## src/rtl/command_sequencer_if.sv

```systemverilog
// Handshake and command bus between the UART byte source, the command sequencer and
// the downstream decoder/datapath.
interface command_sequencer_if;
    logic [7:0]  rx_data;
    logic        rx_valid;
    logic        rx_ready;
    logic [39:0] command;
    logic        cmd_valid;
    logic        exec_start;
    logic        exec_done;
    logic        busy;
    logic        error;
    logic [2:0]  char_count;

    modport slave (
        input  rx_data,
        input  rx_valid,
        input  exec_done,
        output rx_ready,
        output command,
        output cmd_valid,
        output exec_start,
        output busy,
        output error,
        output char_count
    );

    modport master (
        output rx_data,
        output rx_valid,
        output exec_done,
        input  rx_ready,
        input  command,
        input  cmd_valid,
        input  exec_start,
        input  busy,
        input  error,
        input  char_count
    );
endinterface

```

## src/rtl/command_sequencer.sv

```systemverilog
// Line buffer and sequencer ahead of the 5-char command decoder: edits a line from UART
// bytes, holds the submitted command stable, kicks the datapath and waits for completion.
//
// state       | meaning
// S_COLLECT   | accepting bytes, editing the line buffer
// S_HOLD      | command presented to decoder for HOLD_CYCLES
// S_EXEC      | one-cycle exec_start pulse
// S_WAIT_DONE | waiting for exec_done or timeout
// S_CLEAR     | one-cycle cleanup back to idle word and empty line
module command_sequencer #(
    parameter int HOLD_CYCLES    = 4,
    parameter int TIMEOUT_CYCLES = 1000000,
    parameter int USE_DONE       = 1
) (
    input  logic                clk,
    input  logic                reset,
    command_sequencer_if.slave  bus
);

    localparam int HW = $clog2(HOLD_CYCLES + 1);
    localparam int TW = $clog2(TIMEOUT_CYCLES + 1);
    localparam logic [HW-1:0] HOLD_LAST = HW'(HOLD_CYCLES - 1);
    localparam logic [TW-1:0] TMO_LAST  = TW'(TIMEOUT_CYCLES - 1);
    localparam logic [TW-1:0] TMO_MAX   = TW'(TIMEOUT_CYCLES);

    localparam logic [7:0]  CH_SP  = 8'h20;
    localparam logic [7:0]  CH_CR  = 8'h0D;
    localparam logic [7:0]  CH_BS  = 8'h08;
    localparam logic [7:0]  CH_DEL = 8'h7F;
    localparam logic [7:0]  CH_TOP = 8'h7E;
    localparam logic [39:0] IDLE_WORD = {5{CH_SP}};
    localparam logic [2:0]  LINE_LEN  = 3'd5;

    typedef enum logic [2:0] {
        S_COLLECT,
        S_HOLD,
        S_EXEC,
        S_WAIT_DONE,
        S_CLEAR
    } state_t;

    // Slot 0 is the first typed character and lands in command[39:32].
    typedef logic [0:4][7:0] line_t;

    state_t          state_q, state_n;
    line_t           line_q, line_n;
    logic [2:0]      count_q, count_n;
    logic            ovf_q, ovf_n;
    logic [HW-1:0]   hold_q, hold_n;
    logic [TW-1:0]   tmo_q, tmo_n;
    logic            err_n;
    logic            cmd_valid_n;

    logic            rx_ready_q;
    logic [39:0]     command_q;
    logic            cmd_valid_q;
    logic            exec_start_q;
    logic            busy_q;
    logic            error_q;

    always_ff @(posedge clk or posedge reset) begin
        if (reset) begin
            state_q <= S_COLLECT;
        end else begin
            state_q <= state_n;
        end
    end

    always_comb begin
        state_n = state_q;
        line_n  = line_q;
        count_n = count_q;
        ovf_n   = ovf_q;
        hold_n  = hold_q;
        tmo_n   = tmo_q;
        err_n   = 1'b0;

        case (state_q)
            S_COLLECT: begin
                if (bus.rx_valid && rx_ready_q) begin
                    if (bus.rx_data == CH_CR) begin
                        // Unused slots are already spaces, so the line is ready as-is.
                        if (count_q != 3'd0) begin
                            if (ovf_q) begin
                                err_n   = 1'b1;
                                state_n = S_CLEAR;
                            end else begin
                                hold_n  = '0;
                                state_n = S_HOLD;
                            end
                        end
                    end else if (bus.rx_data == CH_BS || bus.rx_data == CH_DEL) begin
                        if (count_q != 3'd0) begin
                            line_n[count_q - 3'd1] = CH_SP;
                            count_n = count_q - 3'd1;
                        end
                    end else if (bus.rx_data >= CH_SP && bus.rx_data <= CH_TOP) begin
                        if (count_q < LINE_LEN) begin
                            line_n[count_q] = bus.rx_data;
                            count_n = count_q + 3'd1;
                        end else begin
                            ovf_n = 1'b1;
                        end
                    end
                end
            end

            S_HOLD: begin
                if (hold_q == HOLD_LAST) begin
                    hold_n  = '0;
                    state_n = S_EXEC;
                end else begin
                    hold_n = hold_q + HW'(1);
                end
            end

            S_EXEC: begin
                tmo_n   = '0;
                state_n = (USE_DONE != 0) ? S_WAIT_DONE : S_CLEAR;
            end

            S_WAIT_DONE: begin
                // Completion takes priority over a coincident expiry.
                if (bus.exec_done) begin
                    tmo_n   = '0;
                    state_n = S_CLEAR;
                end else if (tmo_q == TMO_LAST) begin
                    tmo_n   = '0;
                    err_n   = 1'b1;
                    state_n = S_CLEAR;
                end else if (tmo_q != TMO_MAX) begin
                    tmo_n = tmo_q + TW'(1);
                end
            end

            S_CLEAR: begin
                line_n  = {5{CH_SP}};
                count_n = 3'd0;
                ovf_n   = 1'b0;
                hold_n  = '0;
                tmo_n   = '0;
                state_n = S_COLLECT;
            end

            default: begin
                state_n = S_COLLECT;
            end
        endcase
    end

    always_ff @(posedge clk or posedge reset) begin
        if (reset) begin
            line_q  <= {5{CH_SP}};
            count_q <= 3'd0;
            ovf_q   <= 1'b0;
            hold_q  <= '0;
            tmo_q   <= '0;
        end else begin
            line_q  <= line_n;
            count_q <= count_n;
            ovf_q   <= ovf_n;
            hold_q  <= hold_n;
            tmo_q   <= tmo_n;
        end
    end

    assign cmd_valid_n = (state_n == S_HOLD) || (state_n == S_EXEC) ||
                         (state_n == S_WAIT_DONE);

    // Outputs follow the next state so they are registered yet aligned with state entry.
    always_ff @(posedge clk or posedge reset) begin
        if (reset) begin
            rx_ready_q   <= 1'b1;
            command_q    <= IDLE_WORD;
            cmd_valid_q  <= 1'b0;
            exec_start_q <= 1'b0;
            busy_q       <= 1'b0;
            error_q      <= 1'b0;
        end else begin
            rx_ready_q   <= (state_n == S_COLLECT);
            busy_q       <= (state_n != S_COLLECT);
            cmd_valid_q  <= cmd_valid_n;
            exec_start_q <= (state_n == S_EXEC);
            error_q      <= err_n;
            if (state_q == S_COLLECT && state_n == S_HOLD) begin
                command_q <= line_q;
            end else if (!cmd_valid_n) begin
                command_q <= IDLE_WORD;
            end
        end
    end

    assign bus.rx_ready   = rx_ready_q;
    assign bus.command    = command_q;
    assign bus.cmd_valid  = cmd_valid_q;
    assign bus.exec_start = exec_start_q;
    assign bus.busy       = busy_q;
    assign bus.error      = error_q;
    assign bus.char_count = count_q;

endmodule

```

## src/flat_wrapper.sv

```systemverilog
// flat-port wrapper written by rule: the top's interface ports become plain ports
module command_sequencer_flat 
#(
    parameter int HOLD_CYCLES    = 4,
    parameter int TIMEOUT_CYCLES = 1000000,
    parameter int USE_DONE       = 1
)
  (clk, reset, bus_rx_data, bus_rx_valid, bus_exec_done, bus_rx_ready, bus_command, bus_cmd_valid, bus_exec_start, bus_busy, bus_error, bus_char_count);
  command_sequencer_if bus_i ();
  input  logic clk;
  input  logic reset;
  input wire logic [$bits(bus_i.rx_data)-1:0] bus_rx_data;
  input wire logic [$bits(bus_i.rx_valid)-1:0] bus_rx_valid;
  input wire logic [$bits(bus_i.exec_done)-1:0] bus_exec_done;
  output wire logic [$bits(bus_i.rx_ready)-1:0] bus_rx_ready;
  output wire logic [$bits(bus_i.command)-1:0] bus_command;
  output wire logic [$bits(bus_i.cmd_valid)-1:0] bus_cmd_valid;
  output wire logic [$bits(bus_i.exec_start)-1:0] bus_exec_start;
  output wire logic [$bits(bus_i.busy)-1:0] bus_busy;
  output wire logic [$bits(bus_i.error)-1:0] bus_error;
  output wire logic [$bits(bus_i.char_count)-1:0] bus_char_count;
  assign bus_i.rx_data = bus_rx_data;
  assign bus_i.rx_valid = bus_rx_valid;
  assign bus_i.exec_done = bus_exec_done;
  assign bus_rx_ready = bus_i.rx_ready;
  assign bus_command = bus_i.command;
  assign bus_cmd_valid = bus_i.cmd_valid;
  assign bus_exec_start = bus_i.exec_start;
  assign bus_busy = bus_i.busy;
  assign bus_error = bus_i.error;
  assign bus_char_count = bus_i.char_count;
  command_sequencer #(.HOLD_CYCLES(HOLD_CYCLES), .TIMEOUT_CYCLES(TIMEOUT_CYCLES), .USE_DONE(USE_DONE)) u_core (.clk(clk), .reset(reset), .bus(bus_i));
endmodule
```

## config.mk

```make
export PLATFORM = sky130hd
export DESIGN_NAME = command_sequencer_flat
export DESIGN_NICKNAME = d
export VERILOG_FILES = /design/src/rtl/command_sequencer_if.sv /design/src/rtl/command_sequencer.sv /design/src/flat_wrapper.sv
export SDC_FILE = /design/constraint.sdc
export NUM_CORES = 1
export LEC_CHECK = 0
export ABC_AREA = 1
export BUFFER_PORTS_ARGS = -buffer_cell sky130_fd_sc_hd__buf_2
export CAP_MARGIN = 20
export CORE_MARGIN = 2
export CORE_UTILIZATION = 45
export DETAILED_ROUTE_END_ITERATION = 8
export GPL_ROUTABILITY_DRIVEN = 0
export PLACE_DENSITY_LB_ADDON = 0.25
export SYNTH_ARGS = -nofsm -noshare
export SYNTH_HDL_FRONTEND = slang
export SYNTH_SLANG_ARGS = --single-unit
```

## constraint.sdc

```tcl
create_clock -name clk -period 11.3 [get_ports clk]
set_clock_uncertainty 0.2 [all_clocks]
set_input_delay 1.695 -clock clk [delete_from_list [all_inputs] [get_ports clk]]
set_output_delay 1.695 -clock clk [all_outputs]
set_load 0.005 [all_outputs]
```

### After elaboration in Yosys (flattened, before gate mapping)

Index checks and enable logic that the tools add are counted.

| storage, ports and cells | value |
|---|---|
| input port bits | 12 |
| logic and storage cells | 130 |
| output and inout port bits | 48 |
| flip-flop bits (word level) | 115 |

| operators by class | value |
|---|---|
| equal/unequal tests | 26 |
| bitwise operators | 5 |
| add/subtract/negate cells | 4 |
| reductions and logical operators | 20 |
| muxes and demuxes | 52 |
| $lt $le $gt $ge | 7 |

Operator list:

| operator | number |
|---|---|
| $mux 40 | 8 |
| $pmux 40 s2 | 1 |
| $mux 20 | 3 |
| $mux 3 | 18 |
| $demux 8 s3 | 2 |
| $bwmux 40 | 1 |
| $pmux 20 s2 | 1 |
| $and 35x35->35 | 1 |
| $not 35->35 | 1 |
| $add 20x1->20 const B | 1 |
| $eq 20x20->1 const B | 1 |
| $ne 20x20->1 const B | 1 |
| $eq 8x4->1 const B | 2 |
| $mux 8 | 2 |
| $eq 3x2->1 const B | 5 |
| $pmux 3 s4 | 1 |
| $reduce_and 6->1 | 2 |
| $mux 1 | 11 |
| $ne 2x2->1 const B | 5 |
| $pmux 3 s3 | 1 |
| $reduce_bool 3->1 | 3 |
| $eq 8x7->1 const B | 1 |
| $ge 4x4->1 const B | 2 |
| $ge 8x6->1 const B | 1 |
| 22 further kinds | 39 |

### Longest topological paths before layout

| depth | value |
|---|---|
| depth after elaboration | 13 |
| gate-level depth with buffers | 14 |
| depth with buffers taken out | 13 |

### Worst setup path after synthesis

No wires, ideal clock.

| timing | value |
|---|---|
| path type | input-to-reg |
| start | in bus_rx_data[7] |
| end | reg u_core.command_q[0] (netlist: u_core.bus.command[0]) |
| setup time | 0.117 ns |
| slack | 8.104 ns |
| path buffers | 3 |
| data arrival time | 2.878 ns |
| required time | 10.983 ns |
| stages on the path | 9 |
| cells stage by stage | buf_2 -> nor2_1 -> nand3_1 -> nor2_1 -> nand3_1 -> buf_2 -> buf_2 -> nand3_1 -> nand2_1 |

| on the way | value |
|---|---|
| longest elaborated chain between the ends | 8 |
| elaborated cells on any way between the ends | 12 |
| those cells by class | eq/ne: 5; mux: 4; reduce/logical: 3 |

RTL lines:

| what | RTL line | RTL |
|---|---|---|
| from (decl) | flat_wrapper.sv:12 | `input wire logic [$bits(bus_i.rx_data)-1:0] bus_rx_data;` |
| $eq 8x4->1 (*) | command_sequencer.sv:81 | `if (bus.rx_data == CH_CR) begin` |
| $mux 3 (*) | command_sequencer.sv:81 |  |
| $mux 3 (*) | command_sequencer.sv:80 | `if (bus.rx_valid && rx_ready_q) begin` |
| $pmux 3 s4 (*) | command_sequencer.sv:78 | `case (state_q)` |
| $eq 3x1->1 or $eq 3x2->1 (tied branches) | command_sequencer.sv:167, command_sequencer.sv:185 |  |
| $logic_or 1x1->1 (2 in series) | command_sequencer.sv:167 | `assign cmd_valid_n = (state_n == S_HOLD) \|\| (state_n == S_EXEC) \|\|` |
| $ne 2x2->1 (no line) | n/a |  |
| to (signal assigned) | command_sequencer.sv:186 | `command_q <= line_q;` |
| to (decl) | command_sequencer.sv:55 | `logic [39:0] command_q;` |

Every way passes the cells marked *; elsewhere a longest branch is shown, timed or not.
A chain may end at the register's enable or synchronous reset.

### Worst setup path after layout

| timing | value |
|---|---|
| start | in bus_rx_data[5] |
| end | reg u_core.line_q[0] in the netlist's numbering |

| on the way | value |
|---|---|
| longest elaborated chain between the ends | 6 |
| elaborated cells on any way between the ends | 16 |
| those cells by class | order compare: 2; eq/ne: 7; mux: 4; reduce/logical: 3 |

RTL lines:

| what | RTL line | RTL |
|---|---|---|
| branches (longest 6 deep; another with $ge 8x6->1) | n/a |  |
| to (signal assigned) | command_sequencer.sv:153 | `line_q <= {5{CH_SP}};` |
| to (signal assigned) | command_sequencer.sv:159 | `line_q <= line_n;` |
| to (decl) | command_sequencer.sv:46 | `line_t line_q, line_n;` |

Parallel ways; which one is timed is not known. The select of a mux whose other input is x is not followed.

==> impl_metrics.tcl <==
set metrics [dict create \
    wl_per_cell_um 15.08 \
    end_kind "flop" \
    cp_num_buf_inv 1 \
    ys_ff_latch 115 \
    clkPwrFrac 0.318 \
    clk_latency_ps 420 \
    drive_gt1_frac 0.1475 \
    htreeDepth 4 \
    n_fill_cell 1449 \
    status "finished, final reports clean" \
    post_cts.repair.setup_buffers 0 \
    synth_area_per_cell_um2 7.163 \
    rsz0062_at_grt "no" \
    ios 60 \
    synth_edf_count 0 \
    area_delta_synth_final_pct 14.86 \
    die_area_mm2 0.01581 \
    core_region_area_mm2 0.01448 \
    power_frac_comb 0.354 \
    grt_max_degree 62 \
    syn-cell-area_mm2 0.006669 \
    seq_area_frac_synth 0.4336 \
    clk_pin_slew_worst_paths_ps 50 \
    clockBufferDepth 2 \
    synth_area_leaders "dfrtp_1 (39%), nand2_1 (19%), nand3_1 (11%)" \
    hold_buffers 0 \
    critPathLaunchType "input port" \
    vias 6228 \
    drt_iter0_drc 600 \
    cts_tree "built" \
    cp.arrival_ps 4270 \
    synthFlopType "dfrtp_1" \
    crit_chain "buf_2, nand2_1, nor3_2, nand2_2, nand2_2, nand2_1, nand2_2, nor2_8, nand2_2, nand2_1, nand2_1" \
    crit_family "simple AND/OR/NAND/NOR gates" \
    ys_warn_count 0 \
    p_switching_uw 707.4 \
    internal-power_uw 1039 \
    min_path_type "flop to flop" \
    maxSlewHeadroom 0.3777 \
    power_leakage_uw 0.004100 \
    wl_um 17710 \
    grt_pass1_wl_um 29690 \
    yosys-top-cells-count "nand2_1 (333), nand3_1 (150), dfrtp_1 (104)" \
    yosys.area.top_type "dfrtp_1" \
    yosysMostFrequentCell "nand2_1" \
    clock_sinks 115 \
    fmax_ghz 0.2400 \
    p_per_area_mw_per_mm2 228.1 \
    cts-root-buf "clkbuf_16" \
    finalCriticalPeriod_ps 4167 \
    drcViolationCount 0 \
    ant_nets 0 \
    synth_top_area_frac 0.3902 \
    drt_pre_antenna_iters 5 \
    finalPower_uw 1747 \
    cts_resized 0 \
    period_share 0.3688 \
    die_x_um 125.7 \
    rows 44 \
    syn_inst 931 \
    grt-ovfl-total 0 \
    slowest_delay_ps 590 \
    hpwl_um 11660 \
    final_net_count 995 \
    tightest_slew_ps 932.4 \
    critPathSlowestCell "nand2_2" \
    finalHoldViolCount 0 \
    cts_buffers 17 \
    synth.distinct_cells 38 \
    critPathKind "input port to flop" \
    maxCapViolations 0 \
    start_util 0.4606 \
    grt_pass1_vias 5844 \
    antenna_found_initial 0 \
    critPathRequiredTime_ps 11400 \
    synthArstFlopShare 1.000 \
    die_h_um 125.7 \
    finalMaxSlewViolations 0 \
    grtUsageTotal 0.2325 \
    io_buffers 59 \
    critPathMaxFanout 46 \
    via_per_inst 5.305 \
    p_sw_frac 0.4050 \
    finalSetupViolCount 0 \
    seqPwrFrac 0.328 \
    n_antenna_cell 0 \
    synth_fp_nets 949 \
    ir_worst_vdd_mv 0.1320 \
    final.setup.tns_ps 0 \
]
## final cells by class
cell class / count / area [um^2] / share of cell area
tap: 184 / 230.2 / 0.03006
multi-input combinational: 699 / 3259 / 0.4255
clock inverter: 9 / 126.4 / 0.01650
sequential: 115 / 2892 / 0.3775
inverter: 81 / 306.5 / 0.04002
clock buffer: 23 / 488.0 / 0.06370
timing repair buffer: 63 / 357.8 / 0.04672
## sequential cells by signal, indices dropped and copies added, names as in the netlist
register,count
u_core.tmo_q,20
u_core.line_q,40
u_core.bus.error,1
u_core.state_q,3
u_core.ovf_q,1
u_core.bus.char_count,3
u_core.bus.busy,1
u_core.hold_q,3
u_core.bus.rx_ready,1
u_core.bus.exec_start,1
u_core.bus.command,40
u_core.bus.cmd_valid,1
## power groups by stage
| stage | Combinational [uW] | Sequential (uW) | Clock, uW |
|---|---|---|---|
| after floorplan | 487 | 553 | 0 |
| after global placement | 605 | 576 | 0 |
| after detailed placement | 610 | 575 | 0 |
| after CTS | 615 | 569 | 565 |
| after global routing | 703 | 582 | 587 |
| final | 619 | 572 | 556 |
## placed cells by master, fill, tap and decap left out, drive strengths merged, types with 6 or more instances in the layout
master	n
a21oi	8
buf	63
clkbuf	23
clkinv	7
dfrtp	104
dfstp	11
ha	6
inv	79
nand2	343
nand3	157
nand4	35
nor2	84
nor3	11
o21ai	38
## routing by layer
| layer | GRT usage | vias to the layer above | part of all wire |
|---|---|---|---|
| met5 | 0 | - | 0 |
| met4 | 0.07369 | 0 | 0.014 |
| met3 | 0.04970 | 20 | 0.052 |
| met2 | 0.3447 | 186 | 0.45 |
| met1 | 0.3421 | 2905 | 0.48 |
| li1 | - | 3117 | - |
## path summary, 6_finish.rpt
path,end,depth (start not counted),startpoint,slack [ps]
min in group asynchronous,u_core.tmo_q[4],2,reset,1190
max reg2reg,u_core.tmo_q[7],8,u_core.state_q[0],7950
min reg2reg,u_core.line_q[21],2,u_core.line_q[21],260
max in group asynchronous,u_core.bus.char_count[2],3,reset,8470
max,u_core.line_q[0],11,bus_rx_data[5],7130
min,u_core.line_q[21],2,u_core.line_q[21],260
## worst reg2reg max path, cell delays in order, from the launching register on
cell     delay, ps
dfrtp_1        450
nor2_2         160
nand2_2        480
nand2_1        290
nor2_1          90
nor2_2         730
inv_1          470
nor2_1         240
o21a_1         160
## per-stage QoR
stage	instance area, um^2	setup WS, ps	hold slack, ps	utilization	cells
floorplan	6669	6379	243.7	-	931
global placement	6998	6327	252.3	0.4833	1140
detailed placement	6998	6213	256.0	0.4833	1140
CTS	7612	6640	264.3	0.5258	1172
global route	7660	6843	278.7	0.5290	1174
finish	7660	7133	264.2	0.5290	1174
## cell families after synthesis
| group | Yosys count | share of synthesized area |
|---|---|---|
| DFF | 115 | 0.4336 |
| and+or+nand+nor | 632 | 0.4244 |
| xor gates and xnor gates | 5 | 0.006566 |
| muxes | 1 | 0.001501 |
| buffers and inverters | 117 | 0.07842 |
| AOI/OAI and AO/OA | 55 | 0.04428 |
| adders and majority gates | 6 | 0.01126 |
Power figures use the tool's default switching activity.
